## src/rtl/snoop_responder.sv

```systemverilog
// Snoop responder: accepts bus operations from other agents, looks the line up
// in the LLC tag/state array, returns NOHIT/HIT/HITM, writes back M data and updates MESI.
module snoop_responder #(
  parameter int ADR_BITS      = 32,
  parameter int SET_BITS      = 15,
  parameter int BYTE_OFF_BITS = 6,
  parameter int TAG_BITS      = ADR_BITS - SET_BITS - BYTE_OFF_BITS,
  parameter int LRU_BITS      = 3
) (
  input  logic                clk,
  input  logic                rst_n,
  input  logic                snp_valid,
  output logic                snp_ready,
  input  logic [2:0]          snp_op,
  input  logic [ADR_BITS-1:0] snp_addr,
  output logic                lk_req,
  output logic [SET_BITS-1:0] lk_set,
  output logic [TAG_BITS-1:0] lk_tag,
  input  logic                lk_ack,
  input  logic                lk_hit,
  input  logic [LRU_BITS-1:0] lk_way,
  input  logic [1:0]          lk_state,
  output logic                rslt_valid,
  output logic [1:0]          rslt,
  output logic                wb_req,
  output logic [ADR_BITS-1:0] wb_addr,
  input  logic                wb_done,
  output logic                upd_valid,
  output logic [SET_BITS-1:0] upd_set,
  output logic [LRU_BITS-1:0] upd_way,
  output logic [1:0]          upd_state,
  output logic                proto_err
);

  localparam int LINE_BITS = ADR_BITS - BYTE_OFF_BITS;

  localparam logic [2:0] OP_READ  = 3'd1;
  localparam logic [2:0] OP_WRITE = 3'd2;
  localparam logic [2:0] OP_INV   = 3'd3;
  localparam logic [2:0] OP_RWIM  = 3'd4;

  localparam logic [1:0] ST_M = 2'd0;
  localparam logic [1:0] ST_E = 2'd1;
  localparam logic [1:0] ST_S = 2'd2;
  localparam logic [1:0] ST_I = 2'd3;

  localparam logic [1:0] RS_NOHIT = 2'd0;
  localparam logic [1:0] RS_HIT   = 2'd1;
  localparam logic [1:0] RS_HITM  = 2'd2;

  typedef enum logic [2:0] {IDLE, LOOKUP, RESP, WB, UPD} fsm_t;

  fsm_t                 state_q, state_d;
  logic [2:0]           op_q;
  logic [LINE_BITS-1:0] line_q;
  logic                 hit_q;
  logic [LRU_BITS-1:0]  way_q;
  logic [1:0]           mesi_q;
  logic [1:0]           nxt_mesi_q;
  logic [1:0]           rslt_c;
  logic [1:0]           nxt_mesi_c;
  logic [SET_BITS-1:0]  set_c;
  logic [TAG_BITS-1:0]  tag_c;
  logic                 unused_addr_bits;

  function automatic logic [1:0] snoop_rslt(input logic [2:0] op, input logic hit,
                                            input logic [1:0] mesi);
    logic [1:0] r;
    r = RS_NOHIT;
    if (hit) begin
      case (op)
        OP_READ, OP_RWIM: r = (mesi == ST_M) ? RS_HITM : RS_HIT;
        OP_INV:           r = RS_HIT;
        default:          r = RS_NOHIT;
      endcase
    end
    return r;
  endfunction

  function automatic logic [1:0] next_mesi(input logic [2:0] op, input logic [1:0] mesi);
    logic [1:0] n;
    case (op)
      OP_READ:         n = ST_S;
      OP_RWIM, OP_INV: n = ST_I;
      default:         n = mesi;
    endcase
    return n;
  endfunction

  assign unused_addr_bits = ^snp_addr[BYTE_OFF_BITS-1:0];
  assign set_c      = line_q[SET_BITS-1:0];
  assign tag_c      = line_q[SET_BITS +: TAG_BITS];
  assign rslt_c     = snoop_rslt(op_q, hit_q, mesi_q);
  assign nxt_mesi_c = next_mesi(op_q, mesi_q);

  always_ff @(posedge clk or negedge rst_n) begin
    if (!rst_n) begin
      state_q    <= IDLE;
      op_q       <= '0;
      line_q     <= '0;
      hit_q      <= 1'b0;
      way_q      <= '0;
      mesi_q     <= ST_I;
      nxt_mesi_q <= ST_I;
    end else begin
      state_q <= state_d;
      if (state_q == IDLE && snp_valid) begin
        op_q   <= snp_op;
        line_q <= snp_addr[ADR_BITS-1:BYTE_OFF_BITS];
        hit_q  <= 1'b0;
      end
      // A hit reporting state I is a stale tag and counts as a miss.
      if (state_q == LOOKUP && lk_ack) begin
        hit_q  <= lk_hit && (lk_state != ST_I);
        way_q  <= lk_way;
        mesi_q <= lk_state;
      end
      if (state_q == RESP) nxt_mesi_q <= nxt_mesi_c;
    end
  end

  always_comb begin
    state_d = state_q;
    case (state_q)
      IDLE: begin
        if (snp_valid) begin
          case (snp_op)
            OP_READ, OP_INV, OP_RWIM: state_d = LOOKUP;
            OP_WRITE:                 state_d = RESP;
            default:                  state_d = IDLE;
          endcase
        end
      end
      LOOKUP: if (lk_ack) state_d = RESP;
      RESP: begin
        if (rslt_c == RS_HITM)                   state_d = WB;
        else if (hit_q && nxt_mesi_c != mesi_q)  state_d = UPD;
        else                                     state_d = IDLE;
      end
      WB:      if (wb_done) state_d = UPD;
      UPD:     state_d = IDLE;
      default: state_d = IDLE;
    endcase
  end

  // Outputs decode only from state and registered snoop context.
  always_comb begin
    snp_ready  = (state_q == IDLE);
    lk_req     = (state_q == LOOKUP);
    lk_set     = lk_req ? set_c : '0;
    lk_tag     = lk_req ? tag_c : '0;
    rslt_valid = (state_q == RESP);
    rslt       = rslt_valid ? rslt_c : RS_NOHIT;
    proto_err  = rslt_valid && (op_q == OP_INV) && hit_q &&
                 (mesi_q == ST_M || mesi_q == ST_E);
    wb_req     = (state_q == WB);
    wb_addr    = wb_req ? {tag_c, set_c, {BYTE_OFF_BITS{1'b0}}} : '0;
    upd_valid  = (state_q == UPD);
    upd_set    = upd_valid ? set_c : '0;
    upd_way    = upd_valid ? way_q : '0;
    upd_state  = upd_valid ? nxt_mesi_q : 2'd0;
  end

endmodule

```

## config.mk

```make
export PLATFORM = sky130hd
export DESIGN_NAME = snoop_responder
export DESIGN_NICKNAME = d
export VERILOG_FILES = /design/src/rtl/snoop_responder.sv
export SDC_FILE = /design/constraint.sdc
export NUM_CORES = 1
export LEC_CHECK = 0
export CAP_MARGIN = 0
export CORE_ASPECT_RATIO = 0.75
export CORE_MARGIN = 5
export CORE_UTILIZATION = 42
export DETAILED_ROUTE_END_ITERATION = 10
export PLACE_DENSITY = 0.89
export SKIP_CTS_REPAIR_TIMING = 1
export SYNTH_ARGS = -nofsm -noshare
export SYNTH_HDL_FRONTEND = slang
export SYNTH_SLANG_ARGS = --single-unit
```

## constraint.sdc

```tcl
create_clock -name clk -period 4.18 [get_ports clk]
set_input_delay 0.627 -clock clk [delete_from_list [all_inputs] [get_ports clk]]
set_output_delay 0.627 -clock clk [all_outputs]
set_load 0.02 [all_outputs]
```

==> flow_metrics.tcl <==
set metrics [dict create \
    cts_max_level 2 \
    period_needed_ps 3270 \
    final.period_utilization_pct 78.2 \
    cts_buffers 5 \
    crit_chain "nor3b_4 -> and2_1 -> clkdlybuf4s50_1" \
    avgViaCountPerCell 4.75 \
    ys_warn_count 0 \
    port_buffers 119 \
    synth-seq-cells 40 \
    final_max_slew_viol_count 0 \
    drtPass1Iterations 4 \
    place_area_sq_um 3510 \
    start_util_pct 43.5 \
    cp.arrival_ps 2640 \
    grt_antenna_before_repair 0 \
    drt-total-wl_mm 6.25 \
    hpwl_mm 4.73 \
    grt-ovfl-total 0 \
    final_layout_size_suffix_gt1_share_pct 17.3 \
    avgSynthCellArea_sq_um 10.8 \
    wl_per_cell_um 15.4 \
    hold_path_class "in2async" \
    num_rows 23 \
    tns_ps 0 \
    ff2ff_path_depth 3 \
    rsz0062_at_grt "false" \
    cp_slowest_cell "nor3b_4" \
    grt_max_degree 41 \
    core_area_sq_um 5380 \
    setup_viol 0 \
    synth_area_sq_um 2340 \
    max_stage_delay_ps 850 \
    fin_skew_ps 5.07 \
    clockBufferDepth 2 \
    grt_pass1_wl_mm 10.1 \
    n_antenna_cell 0 \
    final_cell_mix "clkdlybuf4s50_1 (118), and2_1 (73), dfrtp_1 (36)" \
    dp_cells 397 \
    grt_pass1_vias 2016 \
    leakage_nw 1.42 \
    worstSkewPairLatency_ps 290 \
    seq_area_frac_synth_pct 43.0 \
    hold_viol 0 \
    drc 0 \
    ys_types 36 \
    pwr_density_cell_nw_per_um2 559 \
    utilization_pct 66.9 \
    fill_cells 428 \
    pre_cts_ws_ps 1210 \
    layout_commonest_cell "clkdlybuf4s50_1" \
    crit_type "reg2out" \
    die_height_um 74.6 \
    ant_nets 0 \
    max_slew_margin_pct 37.9 \
    critPathLaunchType "register" \
    drtIter0Drc 46 \
    critPathCaptureType "output pin" \
    worstPathMaxFanout 28 \
    status "finished, final reports clean" \
    fmax_mhz 306 \
    die_area_sq_um 7180 \
    vdd_drop_max_v 0.000336 \
    netlist_instances 216 \
    cts_tree "built" \
    cap_violations 0 \
    nets 375 \
    final_cells 405 \
    ios 132 \
    cts-root-buf "clkbuf_8" \
    setup_ws_ps 910 \
    clkTransAtPathRegs_ps 80 \
    tightest_slew_ps 930 \
    fin_area_sq_um 3600 \
    area_growth_pct 53.9 \
    required_ps 3550 \
    dr_total_vias 1924 \
    fp.dieW_um 96.2 \
    cts_sinks 40 \
    track_usage_pct 18.6 \
    place_congestion 0.818 \
]
[path summary, 6_finish.rpt]
| check | slack [ps] | startpoint | to |
|---|---|---|---|
| worst max-delay path | 910 | state_q[1]$_DFFE_PN0P_ | wb_addr[21] |
| worst min-delay path | 460 | rst_n | op_q[1]$_DFFE_PN0P_ |
| worst max register to register | 1870 | state_q[0]$_DFFE_PN0P_ | way_q[0]$_DFFE_PN0P_ |
| worst min register to register | 500 | nxt_mesi_q[0]$_DFFE_PN1P_ | nxt_mesi_q[0]$_DFFE_PN1P_ |
| max in group asynchronous | 3150 | rst_n | line_q[0]$_DFFE_PN0P_ |
| min in group clk | 500 | nxt_mesi_q[0]$_DFFE_PN1P_ | nxt_mesi_q[0]$_DFFE_PN1P_ |
[routing by layer]
layer  routed length [um]  part of all wire, %  vias up  GRT usage (%)
li1                     -                    -      938              -
met2                 2920                   47       79           30.9
met4                   55                 0.88        0           5.68
met1                 2740                   44      902           23.4
met5                    0                    0        -              0
met3                  533                  8.5        5           5.69
[per-stage QoR]
| step | power [W] | hold WS, ps |
|---|---|---|
| after detailed placement | 0.00177 | 492 |
| after global placement | 0.00172 | 487 |
| after floorplan | 0.00139 | 331 |
| final | 0.00201 | 460 |
| after global routing | 0.00216 | 521 |
| after CTS | 0.00204 | 484 |
[cells by family after synthesis]
| kind of cell | count (synthesis) | synth area share [%] |
|---|---|---|
| XOR/XNOR | 1 | 0.375 |
| multiplexers | 36 | 17.3 |
| other | 1 | 0.160 |
| AO/OA/AOI/OAI | 17 | 4.28 |
| AND/OR/NAND/NOR | 99 | 28.3 |
| buffers and inverters | 22 | 6.63 |
| flip-flops | 40 | 43.0 |
[layout make-up]
class	instances	area [sq um]	share of cell area, %
clock buffers	7	86.3	2.40
flip-flops and latches	40	1010	27.9
well taps	75	93.8	2.61
clock inverters	1	7.51	0.209
inverters	3	11.3	0.313
multi-input cells	159	1200	33.4
repair buffers	120	1190	33.2
[cells in the mapped netlist]
cell,count,area share (%)
buf_6,6,2.9
nor4bb_1,1,0.43
clkbuf_1,5,0.80
nand2_1,3,0.48
a21oi_1,6,1.3
nor3b_4,2,1.6
a211oi_1,2,0.64
and2_2,1,0.32
o31a_1,1,0.37
nor2_1,4,0.64
inv_1,2,0.32
nor3_1,2,0.43
nand3b_1,2,0.64
inv_2,1,0.16
o21ai_0,6,1.3
mux2i_1,1,0.43
or3b_1,1,0.37
a32o_1,1,0.43
nor2_2,1,0.27
or3b_2,1,0.37
mux2_2,35,17
xnor2_1,1,0.37
and3b_1,1,0.37
dfstp_2,4,4.5
or3_1,1,0.27
nor3_2,1,0.43
conb_1,1,0.16
and2_1,73,20
buf_2,1,0.21
buf_4,7,2.2
nor3b_1,2,0.64
nor3_4,1,0.70
nand4bb_1,1,0.48
a31oi_1,1,0.27
nand2b_1,1,0.27
dfrtp_1,36,39
[report_power, final]
group | internal (W) | leakage, nW | switching (W)
logic | 0.000532 | 0.902 | 0.000449
clock network | 0.000134 | 0.0445 | 0.000133
registers | 0.000591 | 0.471 | 0.000175
total | 0.00126 | 1.42 | 0.000757
[worst max-delay path: cells and delay by family (launching register included)]
family | cells | cell delay [ps]
and+or+nand+nor | 2 | 1100
DFF | 1 | 620
buffers and inverters | 1 | 620
[flip-flops by register name, summed over array words and instances (netlist names)]
name	count
hit_q	1
state_q	3
nxt_mesi_q	2
line_q	26
mesi_q	2
op_q	3
way_q	3
Note: power is estimated with default switching activity, not from simulation.
